$ cat src/rtl/fft_twiddle_gen.sv
// Twiddle-factor sequencer for a radix-2 DIF FFT: sweeps every stage/butterfly and
// streams packed {re, im} Q2.16 twiddles W_N^k over a valid/ready handshake.
module fft_twiddle_gen #(
  parameter int unsigned N_POINTS      = 64,
  parameter int unsigned SIZE_OF_CONST = 36,
  localparam int unsigned LOG2N        = $clog2(N_POINTS)
) (
  input  logic                     clk_i,
  input  logic                     rst_i,
  input  logic                     start_i,
  input  logic                     inverse_i,
  output logic [SIZE_OF_CONST-1:0] w_o,
  output logic                     w_valid_o,
  input  logic                     w_ready_i,
  output logic [LOG2N-1:0]         stage_o,
  output logic [LOG2N-2:0]         bfly_o,
  output logic                     w_last_o,
  output logic                     busy_o,
  output logic                     done_o
);

  localparam int unsigned HALF_W = SIZE_OF_CONST / 2;
  localparam int unsigned NHALF  = N_POINTS / 2;
  localparam int unsigned BW     = LOG2N - 1;
  localparam real         PI     = 3.14159265358979323846;

  localparam logic [1:0] IDLE = 2'd0;
  localparam logic [1:0] RUN  = 2'd1;
  localparam logic [1:0] DONE = 2'd2;

  // Round to nearest, ties away from zero.
  function automatic int round_haz(input real x);
    if (x >= 0.0) return $rtoi(x + 0.5);
    return -$rtoi(0.5 - x);
  endfunction

  logic signed [HALF_W-1:0] rom_re [NHALF];
  logic signed [HALF_W-1:0] rom_im [NHALF];

  // Twiddle table W_N^k = cos(2pi k/N) - j sin(2pi k/N), folded to constants at elaboration.
  for (genvar gk = 0; gk < NHALF; gk++) begin : g_rom
    assign rom_re[gk] = HALF_W'(round_haz(65536.0 * $cos(2.0 * PI * real'(gk) / real'(N_POINTS))));
    assign rom_im[gk] = HALF_W'(round_haz(-65536.0 * $sin(2.0 * PI * real'(gk) / real'(N_POINTS))));
  end

  logic [1:0]               state_q, state_d;
  logic                     inv_q, inv_d;
  logic [LOG2N-1:0]         cnt_stage_q, cnt_stage_d;
  logic [BW-1:0]            cnt_bfly_q, cnt_bfly_d;
  logic                     all_loaded_q, all_loaded_d;
  logic [SIZE_OF_CONST-1:0] w_q, w_d;
  logic                     valid_q, valid_d;
  logic [LOG2N-1:0]         stage_q, stage_d;
  logic [BW-1:0]            bfly_q, bfly_d;
  logic                     last_q, last_d;
  logic                     busy_q, busy_d;
  logic                     done_q, done_d;

  logic [LOG2N-1:0]         span_mask_c;
  logic [LOG2N-1:0]         masked_c;
  logic [BW-1:0]            addr_c;
  logic signed [HALF_W-1:0] im_c;
  logic [SIZE_OF_CONST-1:0] rom_word_c;
  logic                     last_pos_c;
  logic                     load_c;

  // Exponent k = (bfly mod (N/2 >> stage)) << stage, from the registered counters.
  assign span_mask_c = (LOG2N'(NHALF) >> cnt_stage_q) - LOG2N'(1);
  assign masked_c    = LOG2N'(cnt_bfly_q) & span_mask_c;
  assign addr_c      = BW'(masked_c << cnt_stage_q);
  assign im_c        = inv_q ? -rom_im[addr_c] : rom_im[addr_c];
  assign rom_word_c  = {rom_re[addr_c], im_c};
  assign last_pos_c  = (cnt_stage_q == LOG2N'(LOG2N - 1)) && (cnt_bfly_q == BW'(NHALF - 1));
  assign load_c      = !valid_q || w_ready_i;

  always_comb begin
    state_d      = state_q;
    inv_d        = inv_q;
    cnt_stage_d  = cnt_stage_q;
    cnt_bfly_d   = cnt_bfly_q;
    all_loaded_d = all_loaded_q;
    w_d          = w_q;
    valid_d      = valid_q;
    stage_d      = stage_q;
    bfly_d       = bfly_q;
    last_d       = last_q;
    busy_d       = busy_q;
    done_d       = 1'b0;

    case (state_q)
      IDLE: begin
        busy_d  = 1'b0;
        valid_d = 1'b0;
        last_d  = 1'b0;
        if (start_i) begin
          inv_d        = inverse_i;
          cnt_stage_d  = '0;
          cnt_bfly_d   = '0;
          all_loaded_d = 1'b0;
          busy_d       = 1'b1;
          state_d      = RUN;
        end
      end
      RUN: begin
        if (load_c) begin
          if (!all_loaded_q) begin
            w_d     = rom_word_c;
            stage_d = cnt_stage_q;
            bfly_d  = cnt_bfly_q;
            last_d  = last_pos_c;
            valid_d = 1'b1;
            if (last_pos_c) begin
              all_loaded_d = 1'b1;
            end else if (cnt_bfly_q == BW'(NHALF - 1)) begin
              cnt_bfly_d  = '0;
              cnt_stage_d = cnt_stage_q + LOG2N'(1);
            end else begin
              cnt_bfly_d = cnt_bfly_q + BW'(1);
            end
          end else begin
            // Final word just accepted: drain and report completion.
            valid_d = 1'b0;
            last_d  = 1'b0;
            if (valid_q) begin
              state_d = DONE;
              done_d  = 1'b1;
              busy_d  = 1'b0;
            end
          end
        end
      end
      DONE: begin
        busy_d  = 1'b0;
        valid_d = 1'b0;
        state_d = IDLE;
      end
      default: begin
        state_d = IDLE;
      end
    endcase
  end

  always_ff @(posedge clk_i) begin
    if (rst_i) begin
      state_q      <= IDLE;
      inv_q        <= 1'b0;
      cnt_stage_q  <= '0;
      cnt_bfly_q   <= '0;
      all_loaded_q <= 1'b0;
      w_q          <= '0;
      valid_q      <= 1'b0;
      stage_q      <= '0;
      bfly_q       <= '0;
      last_q       <= 1'b0;
      busy_q       <= 1'b0;
      done_q       <= 1'b0;
    end else begin
      state_q      <= state_d;
      inv_q        <= inv_d;
      cnt_stage_q  <= cnt_stage_d;
      cnt_bfly_q   <= cnt_bfly_d;
      all_loaded_q <= all_loaded_d;
      w_q          <= w_d;
      valid_q      <= valid_d;
      stage_q      <= stage_d;
      bfly_q       <= bfly_d;
      last_q       <= last_d;
      busy_q       <= busy_d;
      done_q       <= done_d;
    end
  end

  assign w_o       = w_q;
  assign w_valid_o = valid_q;
  assign stage_o   = stage_q;
  assign bfly_o    = bfly_q;
  assign w_last_o  = last_q;
  assign busy_o    = busy_q;
  assign done_o    = done_q;

endmodule

$ cat config.mk
export PLATFORM = sky130hd
export DESIGN_NAME = fft_twiddle_gen
export DESIGN_NICKNAME = d
export VERILOG_FILES = /design/src/rtl/fft_twiddle_gen.sv
export SDC_FILE = /design/constraint.sdc
export NUM_CORES = 1
export LEC_CHECK = 0
export BUFFER_PORTS_ARGS = -buffer_cell sky130_fd_sc_hd__buf_2
export CAP_MARGIN = 20
export CELL_PAD_IN_SITES_DETAIL_PLACEMENT = 0
export CELL_PAD_IN_SITES_GLOBAL_PLACEMENT = 1
export CORE_MARGIN = 1.5
export CORE_UTILIZATION = 23
export DETAILED_ROUTE_END_ITERATION = 8
export PLACE_DENSITY = 0.62
export SETUP_SLACK_MARGIN = 0.3
export SKIP_LAST_GASP = 1
export SYNTH_ARGS = -nofsm -noshare
export SYNTH_HDL_FRONTEND = slang
export SYNTH_SLANG_ARGS = --single-unit
$ cat constraint.sdc
create_clock -name clk_i -period 4.1 [get_ports clk_i]
set_input_delay 0 -clock clk_i [delete_from_list [all_inputs] [get_ports clk_i]]
set_output_delay 0 -clock clk_i [all_outputs]
set_load 0.1 [all_outputs]
Word-level counts from Yosys, hierarchy flattened. Memory sizes are Yosys's and may differ from the RTL's. A register that Yosys moved wholly into a read port is not among the register bits. Cells that the tools add are included.

Output and inout bits: 51. Bits in registers: 66. Input bits: 5. Memories: 2. Memory bits (read-only): 1152. Logic and storage cells: 94.

Memory list: (name not given) (depth 32, width 18, rd ports 1, clocked after Yosys merged registers in 1, write ports 0, RTL line 72) `assign rom_word_c = {rom_re[addr_c], im_c};`; (name not given) (depth 32, width 18, rd ports 1, clocked after Yosys merged registers in 0, write ports 0, RTL line 71) `assign im_c = inv_q ? -rom_im[addr_c] : rom_im[addr_c];`.

Shift operators: 2. Mux-type cells: 39. Add/sub/neg operators: 4. Equal/unequal tests: 11. $lt $le $gt $ge: 1. Bitwise gates (word level): 5. Reductions and logical operators: 18.

Operator list (number): $mux 18 (5); $mux 6 (5); $mux 5 (5); $neg 18->18 (1); $ne 2x2->1 const B (7); $mux 1 (13); $pmux 6 s2 (1); $pmux 5 s2 (1); $mux 2 (4); $reduce_and 4->1 (2); $add 6x1->6 const B (1); $and 5x6->6 (1); $eq 6x3->1 const B (1); $ge 6x6->1 const B (1); $not 5->6 (1); $pmux 1 s2 (3); $reduce_and 2->1 (3); $reduce_and 3->1 (2); $reduce_and 6->1 (1); $shl 6x6->5 (1); $shr 6x6->6 const A (1); $sub 6x1->6 const B (1); $add 5x1->5 const B (1); $eq 5x5->1 const B (1); other kinds (14) (17).

Longest topological paths before layout. Gate-level depths: netlist of the first run.

Word-level depth: 10. Gate-level depth with buffers: 21. Depth with buffers taken out: 19.

Worst setup path before layout of the first run. No wires, ideal clock.

Path kind: flip-flop to flip-flop. Start point: register cnt_stage_q[1]. End point: register w_q[12] (netlist: w_o[12]). Path slack: -0.150 ns. Stages on the path, launching flop included: 22. Path buffers: 3. Required time: 4.020 ns. Library setup time: 0.080 ns. Arrival time: 4.171 ns. Clock period less this slack: 4.250 ns. Path through: dfxtp_1 buf_2 buf_1 nor2_1 nand3_1 ha_1 nand2b_1 o21ai_0 nand2_1 ha_1 clkbuf_1 a31oi_1 nand2_1 mux2i_1 or2_2 mux2i_1 ha_1 nor4b_4 nand2_2 o31ai_2 xnor2_1 a211oi_2.

Longest elaborated chain between the ends: 10.

Ends and longest elaborated chain: from (decl) (RTL line 48) `logic [LOG2N-1:0] cnt_stage_q, cnt_stage_d;`; from (signal assigned) (RTL line 160) `cnt_stage_q <= cnt_stage_d;`; $shr 6x6->6 (RTL line 68) `assign span_mask_c = (LOG2N'(NHALF) >> cnt_stage_q) - LOG2N'(1);`; $sub 6x1->6 (RTL line 68); $and 5x6->6 (RTL line 69) `assign masked_c = LOG2N'(cnt_bfly_q) & span_mask_c;`; $shl 6x6->5 * (RTL line 70) `assign addr_c = BW'(masked_c << cnt_stage_q);`; $not 5->6 (implied by the code) * (RTL line 71); $mem_v2 32x18 *; $mux 18 (implied by the code) * (2 in series) (RTL line 71); $neg 18->18 (RTL line 71); $mux 18 * (RTL line 71); to (signal assigned) (RTL line 163) `w_q <= w_d;`; to (decl) (RTL line 51) `logic [SIZE_OF_CONST-1:0] w_q, w_d;`.

Every way passes the cells marked *; elsewhere a longest branch is shown, timed or not. The select of a mux whose other input is x is not followed. A chain may end at the register's enable or synchronous reset.

Final worst setup path of the first run.
Start point: register cnt_stage_q[4]. End point: register w_q[12] (netlist: w_o[12]).

The elaborated chain is that of the path after synthesis.

==> summary.md, run 1 <==
| Metric | Value |
|---|---|
| Outcome | `complete, no violations` |
| Initial DRC Count | `between 400 and 500` |
| CTS tree | `done` |
| Cell area after synthesis | `4828 um^2` |
| Vias in the first global route | `about 4900` |
| Pwr Total | `between 2 and 2.5 mW` |
| First-pass GRT wire length | `around 27000 um` |
| ANT nets after route | `0` |
| Port-buffer cells | `55` |
| Static leakage | `between 2 and 3 nW` |
| Nets | `~800` |
| Critical Path Sink Type | `flip-flop` |
| Post-Syn Nets | `688` |
| Crit-path max FO | `4` |
| Cell taking the most area after synthesis | `dfxtp_1` |
| Die Width | `147.9 um` |
| Layout cells sized above 1 | `0.3046` |
| Die area | `21870 um^2` |
| Core area | `20430 um^2` |
| Worst skew pair latency | `0.35 ns` |
| Final Hold Viols | `0` |
| Worst vdd ir | `about 0.18 mV` |
| Total wire length | `17740 um` |
| Antenna Cells | `0` |
| Largest net degree at the start of global routing | `just under 50` |
| Ys Warns | `0` |
| Top area cells in the synthesized netlist | `dfxtp_1, a21oi_1, nand2_1, nor2_1, ha_1` |
| Async S/R FF share, synth | `0` |
| Arrival time at the worst endpoint | `just under 4 ns` |
| CP max-delay cell | `a221o_2` |
| Sequential Power Share | `0.304` |
| Reg clk slew, reported paths | `0.06 ns` |
| Most frequent CP cell | `nand2_2` |
| Setup TNS | `0 ns` |
| Power per cell area | `between 300 and 400 nW/um^2` |
| Vias | `5286` |
| Cell count after synthesis | `around 660` |
| Max-slew violation count | `0` |
| Congestion Overflow GR | `0` |
| Top Ports | `56` |
| CP Cell Sequence | `nor3_4 > nand2_2 > ha_4 > nand3b_1 > a211o_4 > a211oi_4 > xnor2_2 > a221o_2 > nor4b_4 > nand2_2 > o31ai_4 > xnor2_1 > a211oi_2` |
| Clock sinks | `66` |
| Startpoint Class | `flip-flop` |
| Switching part of the total | `0.4129` |
| Clock Path Buffers | `2` |
| Min-Delay Path Class | `input pin to flip-flop` |
| Fmax | `roughly 0.27 GHz` |
| Clk pwr share | `0.318` |
| Gate power share | `0.379` |
| Max transition margin | `0.4975` |
| GRT Overall Usage | `0.1608` |
| Placer Congestion | `between 0.8 and 0.9` |
| Slew @ Worst Pin | `between 0.7 and 0.8 ns` |
| P_sw | `960.7 uW` |
| Drt drc | `0` |
| Top cell type's share of synthesized area | `0.2736` |
| Post-synth EDFFs | `0` |
| Final setup fails | `0` |
| RSZ-0062 raised after global routing | `no` |
| Clk_skew | `around 0.0079 ns` |
| Synthesized area per cell | `approximately 7.3 um^2` |
| Std-Cell Rows | `52` |
| CP Data Required Time | `4.32 ns` |
| Antenna violations before repair | `0` |
| Wire per inst | `between 15 and 20 um` |
| CTS Buf Count | `9` |
| Initial DRT Pass Iterations | `5` |
| Starting Density | `0.2363` |
| Power Internal | `about 1.4 mW` |
| H-Tree Level Count | `3` |
| Final min period | `roughly 3.7 ns` |
| Die height | `between 100 and 150 um` |
| Max cap viols | `0` |
| FF+latch count, synth | `66` |
| Via/cell ratio | `5.107` |
| Post-synthesis sequential area ratio | `0.2736` |
| CTS root buf | `clkbuf_16` |
| HPWL after detailed placement | `about 13000 um` |
| Kind of critical path | `flip-flop to flip-flop` |
| CP peak stage delay | `roughly 0.44 ns` |
| Most used DFF post-synth | `dfxtp_1` |
| Area grow syn2layout | `34.80%` |
| Tcrit/Tclk final | `0.9030` |
| Number of distinct library cells after synthesis | `a little over 70` |
through the flow:
| step | hold slack (ns) | utilization | setup WS, ns | instance area (um^2) | std cells |
|---|---|---|---|---|---|
| global route | 0.06974 | 0.3186 | 0.2593 | 6509 | 1035 |
| finish | 0.03325 | 0.3186 | 0.3978 | 6509 | 1035 |
| CTS | 0.01335 | 0.2984 | 0.3074 | 6096 | 1005 |
| detailed placement | 0.2791 | 0.2796 | 0.1179 | 5712 | 984 |
| global placement | 0.2729 | 0.2796 | 0.1880 | 5712 | 984 |
| floorplan | 0.1475 | - | 0.2981 | 4964 | 663 |
power groups by stage:
stage	registers (mW)	logic [mW]	clock network, mW
after CTS	0.707	0.830	0.760
after floorplan	0.924	0.382	0
after global routing	0.712	0.945	0.790
final	0.707	0.881	0.739
after global placement	0.721	0.808	0
after detailed placement	0.721	0.802	0
final cells by class:
type | instances | area (um^2)
inverters | 13 | 51.30
clock buffers | 9 | 225.2
repair buffers | 143 | 1006
well taps | 270 | 337.8
clock inverters | 7 | 53.80
fillers | 2225 | 13920
multi-input cells | 527 | 3506
flip-flops and latches | 66 | 1329
sequential cells by signal, indices dropped and copies added, names as in the netlist:
register	flops
cnt_stage_q	6
bfly_o	5
state_q	2
cnt_bfly_q	5
done_o	1
w_o	36
stage_o	6
all_loaded_q	1
w_last_o	1
w_valid_o	1
inv_q	1
busy_o	1
worst max-delay path: cells and delay by family (launching register included):
kind	cells	cell delay [ns]
compound gates	5	1.52
simple gates	5	1.13
fa+ha+maj	1	0.25
xor+xnor	2	0.31
flops	1	0.36
final timing paths:
path                                startpoint  slack [ns]      end  cells past startpoint
worst max-delay path            cnt_stage_q[4]        0.40  w_o[12]                     13
worst min-delay path                 w_ready_i        0.03   done_o                      3
worst min register to register          w_o[3]        0.44   w_o[3]                      2
worst max register to register  cnt_stage_q[4]        0.40  w_o[12]                     13
logic make-up (layout without fill, tap and decap cells):
family | count (synthesis) | in the layout | share of synthesized area
multiplexers | 10 | 10 | 0.02384
XOR/XNOR | 15 | 15 | 0.03032
adder cells (fa/ha/maj) | 20 | 20 | 0.05183
flip-flops | 66 | 66 | 0.2736
buffers and inverters | 71 | 172 | 0.06478
AND/OR/NAND/NOR | 271 | 271 | 0.2635
AO/OA/AOI/OAI | 210 | 211 | 0.2920
cell usage in the layout (no fill, tap or decap), types with 4 or more instances in the layout:
cell type / instances
a211oi_1: 17
a21oi_1: 66
a221oi_1: 5
a22oi_1: 4
a311oi_1: 5
a31oi_1: 5
and3_1: 4
buf_2: 55
buf_4: 79
clkbuf_16: 10
dfxtp_1: 62
ha_1: 15
inv_1: 9
mux2i_1: 4
nand2_1: 82
nand2_2: 5
nand2b_1: 9
nand3_1: 16
nand3_2: 4
nand3b_1: 5
nand4_1: 4
nor2_1: 77
nor2b_1: 4
nor3_1: 24
o211ai_1: 6
o21ai_0: 32
o22ai_1: 5
o311ai_0: 4
o31ai_1: 5
or3_1: 4
xnor2_1: 6
xor2_1: 7
repair_timing:
action                                  in CTS  in global routing
hold buffers                                 3                  0
setup buffers                                2                 28
hold endpoints to repair                     2                  0
pin swaps                                    5                 30
cloned                                       0                  2
endpoints found under the setup margin      10                 12
gates resized for setup                     13                 38
per-layer routing:
metal | track usage | routed length [um] | part of all wire
met2 | 0.2612 | 8287 | 0.47
met4 | 0.06634 | 508 | 0.029
met1 | 0.2066 | 8198 | 0.46
met3 | 0.03395 | 743 | 0.042
met5 | 0 | 0 | 0
synthesized netlist by cell type (11+ instances only):
cell,n
nor2_1,79
o21ai_0,38
ha_1,20
nand2_1,86
inv_1,12
a21oi_1,66
nand2b_1,11
nor3_1,28
buf_2,13
a211oi_1,19
nand3_1,21
dfxtp_1,66
clkbuf_1,36
No activity file was read; power rests on OpenSTA's default activity.
==> run 2: changes to the inputs <==
CORE_MARGIN = 4   (was 1.5)
==> summary.md, run 2 (synthesis gave the netlist of run 1 again) <==
| Metric | Value |
|---|---|
| Area of the multi-input gates | `3522 um^2 (+0.46%)` |
| Initial DRT Pass Iterations | `5 (unchanged)` |
| Max transition margin | `0.4934 (-0.004035)` |
| Final setup fails | `0 (unchanged)` |
| Congestion Overflow GR | `0 (unchanged)` |
| First-pass GRT wire length | `28030 um (+2.3%)` |
| Antenna violations before repair | `0 (unchanged)` |
| Starting Density | `0.2363 (unchanged)` |
| Setup TNS | `0 ns (unchanged)` |
| Final min period | `3.747 ns (+0.04517 ns)` |
| Power per cell area | `367.3 nW/um^2 (+2.7%)` |
| Arrival time at the worst endpoint | `4.02 ns (+0.10 ns)` |
| Largest net degree at the start of global routing | `49 (unchanged)` |
| Vias | `5191 (-1.8%)` |
| Port-buffer cells | `55 (unchanged)` |
| Reg clk slew, reported paths | `0.06 ns (about the same)` |
| HPWL after detailed placement | `12830 um (+1.8%)` |
| Nets | `772 (-1.7%)` |
| Busiest grt layer | `met2` |
| Critical Path Sink Type | `flip-flop` |
| Most common cell after layout, fill and taps aside | `nand2_1` |
| Clk_skew | `0.008839 ns (+0.0009438 ns)` |
| Vias in the first global route | `5066 (+4.3%)` |
| Die Width | `152.9 um (+3.4%)` |
| Most frequent cells in the layout | `nand2_1, nor2_1, buf_4, a21oi_1, dfxtp_1` |
| Final Hold Viols | `0 (unchanged)` |
| ANT nets after route | `0 (unchanged)` |
| Std-Cell Rows | `52 (unchanged)` |
| Min-Delay Path Class | `input pin to flip-flop` |
| Core area | `20430 um^2 (unchanged)` |
| Area grow syn2layout | `33.04%` |
| Startpoint Class | `flip-flop` |
| Die area | `23380 um^2 (+6.9%)` |
| Drt drc | `0 (unchanged)` |
| Fmax | `0.2669 GHz (-1.2%)` |
| Clock sinks | `66 (unchanged)` |
| FF/Latch Area | `1333 um^2 (+0.28%)` |
| Total wire length | `17430 um (-1.8%)` |
| Tcrit/Tclk final | `0.9140 (+0.01102)` |
| Max-slew violation count | `0 (unchanged)` |
| Layout cells sized above 1 | `0.2992 (-0.005373)` |
| Slew @ Worst Pin | `0.7529 ns (+0.0001385 ns)` |
| Max reg flops | `36 (unchanged)` |
| Util after Layout | `0.3144 (-0.004165)` |
| Routing usage on met3 | `0.02290 (-0.01105)` |
| CTS tree | `done` |
| Die height | `152.9 um (+3.4%)` |
| GRT Overall Usage | `0.1471 (-0.01374)` |
| RSZ-0062 raised after global routing | `yes` |
| CTS root buf | `clkbuf_16` |
| Via/cell ratio | `5.079 (-0.55%)` |
| Initial DRC Count | `475 (+17%)` |
| Clock Path Buffers | `2 (unchanged)` |
| Grt met2 use | `0.2411 (-0.02012)` |
| Final WS setup | `0.3527 ns (-0.04517 ns)` |
| Top Ports | `56 (unchanged)` |
| Post-Layout Cell Count | `1022 (-1.3%)` |
| Placement Setup Slack | `0.1972 ns (+0.07926 ns)` |
| Kind of critical path | `flip-flop to flip-flop` |
| Global routing usage on met1 | `0.1905 (-0.01616)` |
| # fillers | `2222 (-0.13%)` |
| Max cap viols | `0 (unchanged)` |
| Worst skew pair latency | `0.35 ns (about the same)` |
| H-Tree Level Count | `3 (unchanged)` |
| Outcome | `complete, no violations` |
| Placer Congestion | `0.9086 (+1.5%)` |
| Static leakage | `2.510 nW (-2.3%)` |
| Wire per inst | `17.05 um (-0.50%)` |
| Placed cells | `981 (-0.30%)` |
| Worst vdd ir | `0.2032 mV (+13%)` |
| Antenna Cells | `0 (unchanged)` |
| CTS Buf Count | `9 (unchanged)` |
| CP Data Required Time | `4.37 ns (+0.05 ns)` |
| Crit-path max FO | `11 (+7)` |
==> run 2: cell count changes in the layout (fill, tap and decap cells not counted), sizes merged <==
cell         change
clkbuf           -1
clkinv           -3
dlygate4sd3      -1
buf             -10
a211o            -1
inv              +3
==> run 2: report_power, final <==
group	total (mW)	leakage (nW)	internal (mW)	switching (mW)
Combinational	0.893	1.84	0.283	0.611
Clock	0.763	0.131	0.420	0.343
Sequential	0.703	0.539	0.676	0.0265
==> run 2: repair_timing <==
action | 4_1_cts | 5_1_grt
pin swaps | 5 | 34
gates resized for setup | 10 | 53
endpoints found under the hold margin | 1 | 0
setup endpoints to repair | 9 | 15
buffers inserted | 5 | 18
hold buffers | 2 | 0
==> run 2: worst max-delay path, cell delays in order (launching register included) <==
cell and delay [ns]:
dfxtp_2 0.33, buf_4 0.18, or3_1 0.50, nor2_2 0.22, nand2_2 0.15, buf_4 0.17
ha_2 0.21, nand3_1 0.16, a32oi_1 0.14, a211oi_2 0.31, o211ai_1 0.15, nand3b_1 0.22
or3_4 0.43, or3_1 0.35, a31oi_1 0.15
==> run 2: metal layers <==
metal | wire, um | share of wire
met4 | 647 | 0.037
met2 | 8175 | 0.47
met3 | 782 | 0.045
met5 | 0 | 0
met1 | 7820 | 0.45
==> run 2: metrics by stage <==
stage | hold WS, ns | power (mW) | cell area (um^2)
after floorplan | 0.1475 | 1.305 | 4964
after global placement | 0.2682 | 1.534 | 5675
after detailed placement | 0.2746 | 1.527 | 5675
after CTS | 0.007472 | 2.321 | 6076
after global routing | 0.04770 | 2.481 | 6424
final | 0.02576 | 2.359 | 6424
==> run 2: final timing paths <==
check / startpoint / to / slack (ns) / cells past startpoint
hold / removal: w_ready_i / done_o / 0.03 / 3
setup reg to reg: cnt_stage_q[2] / w_o[16] / 0.35 / 14
hold reg to reg: w_o[1] / w_o[1] / 0.44 / 2
setup / recovery: cnt_stage_q[2] / w_o[16] / 0.35 / 14
==> run 2: layout make-up <==
class,count,share of cell area
Timing Repair Buffer,131,0.1389
Inverter,13,0.008376
Tap cell,270,0.05259
Clock buffer,9,0.03506
Multi-Input combinational cell,526,0.5483
Sequential cell,66,0.2074
Clock inverter,7,0.009349
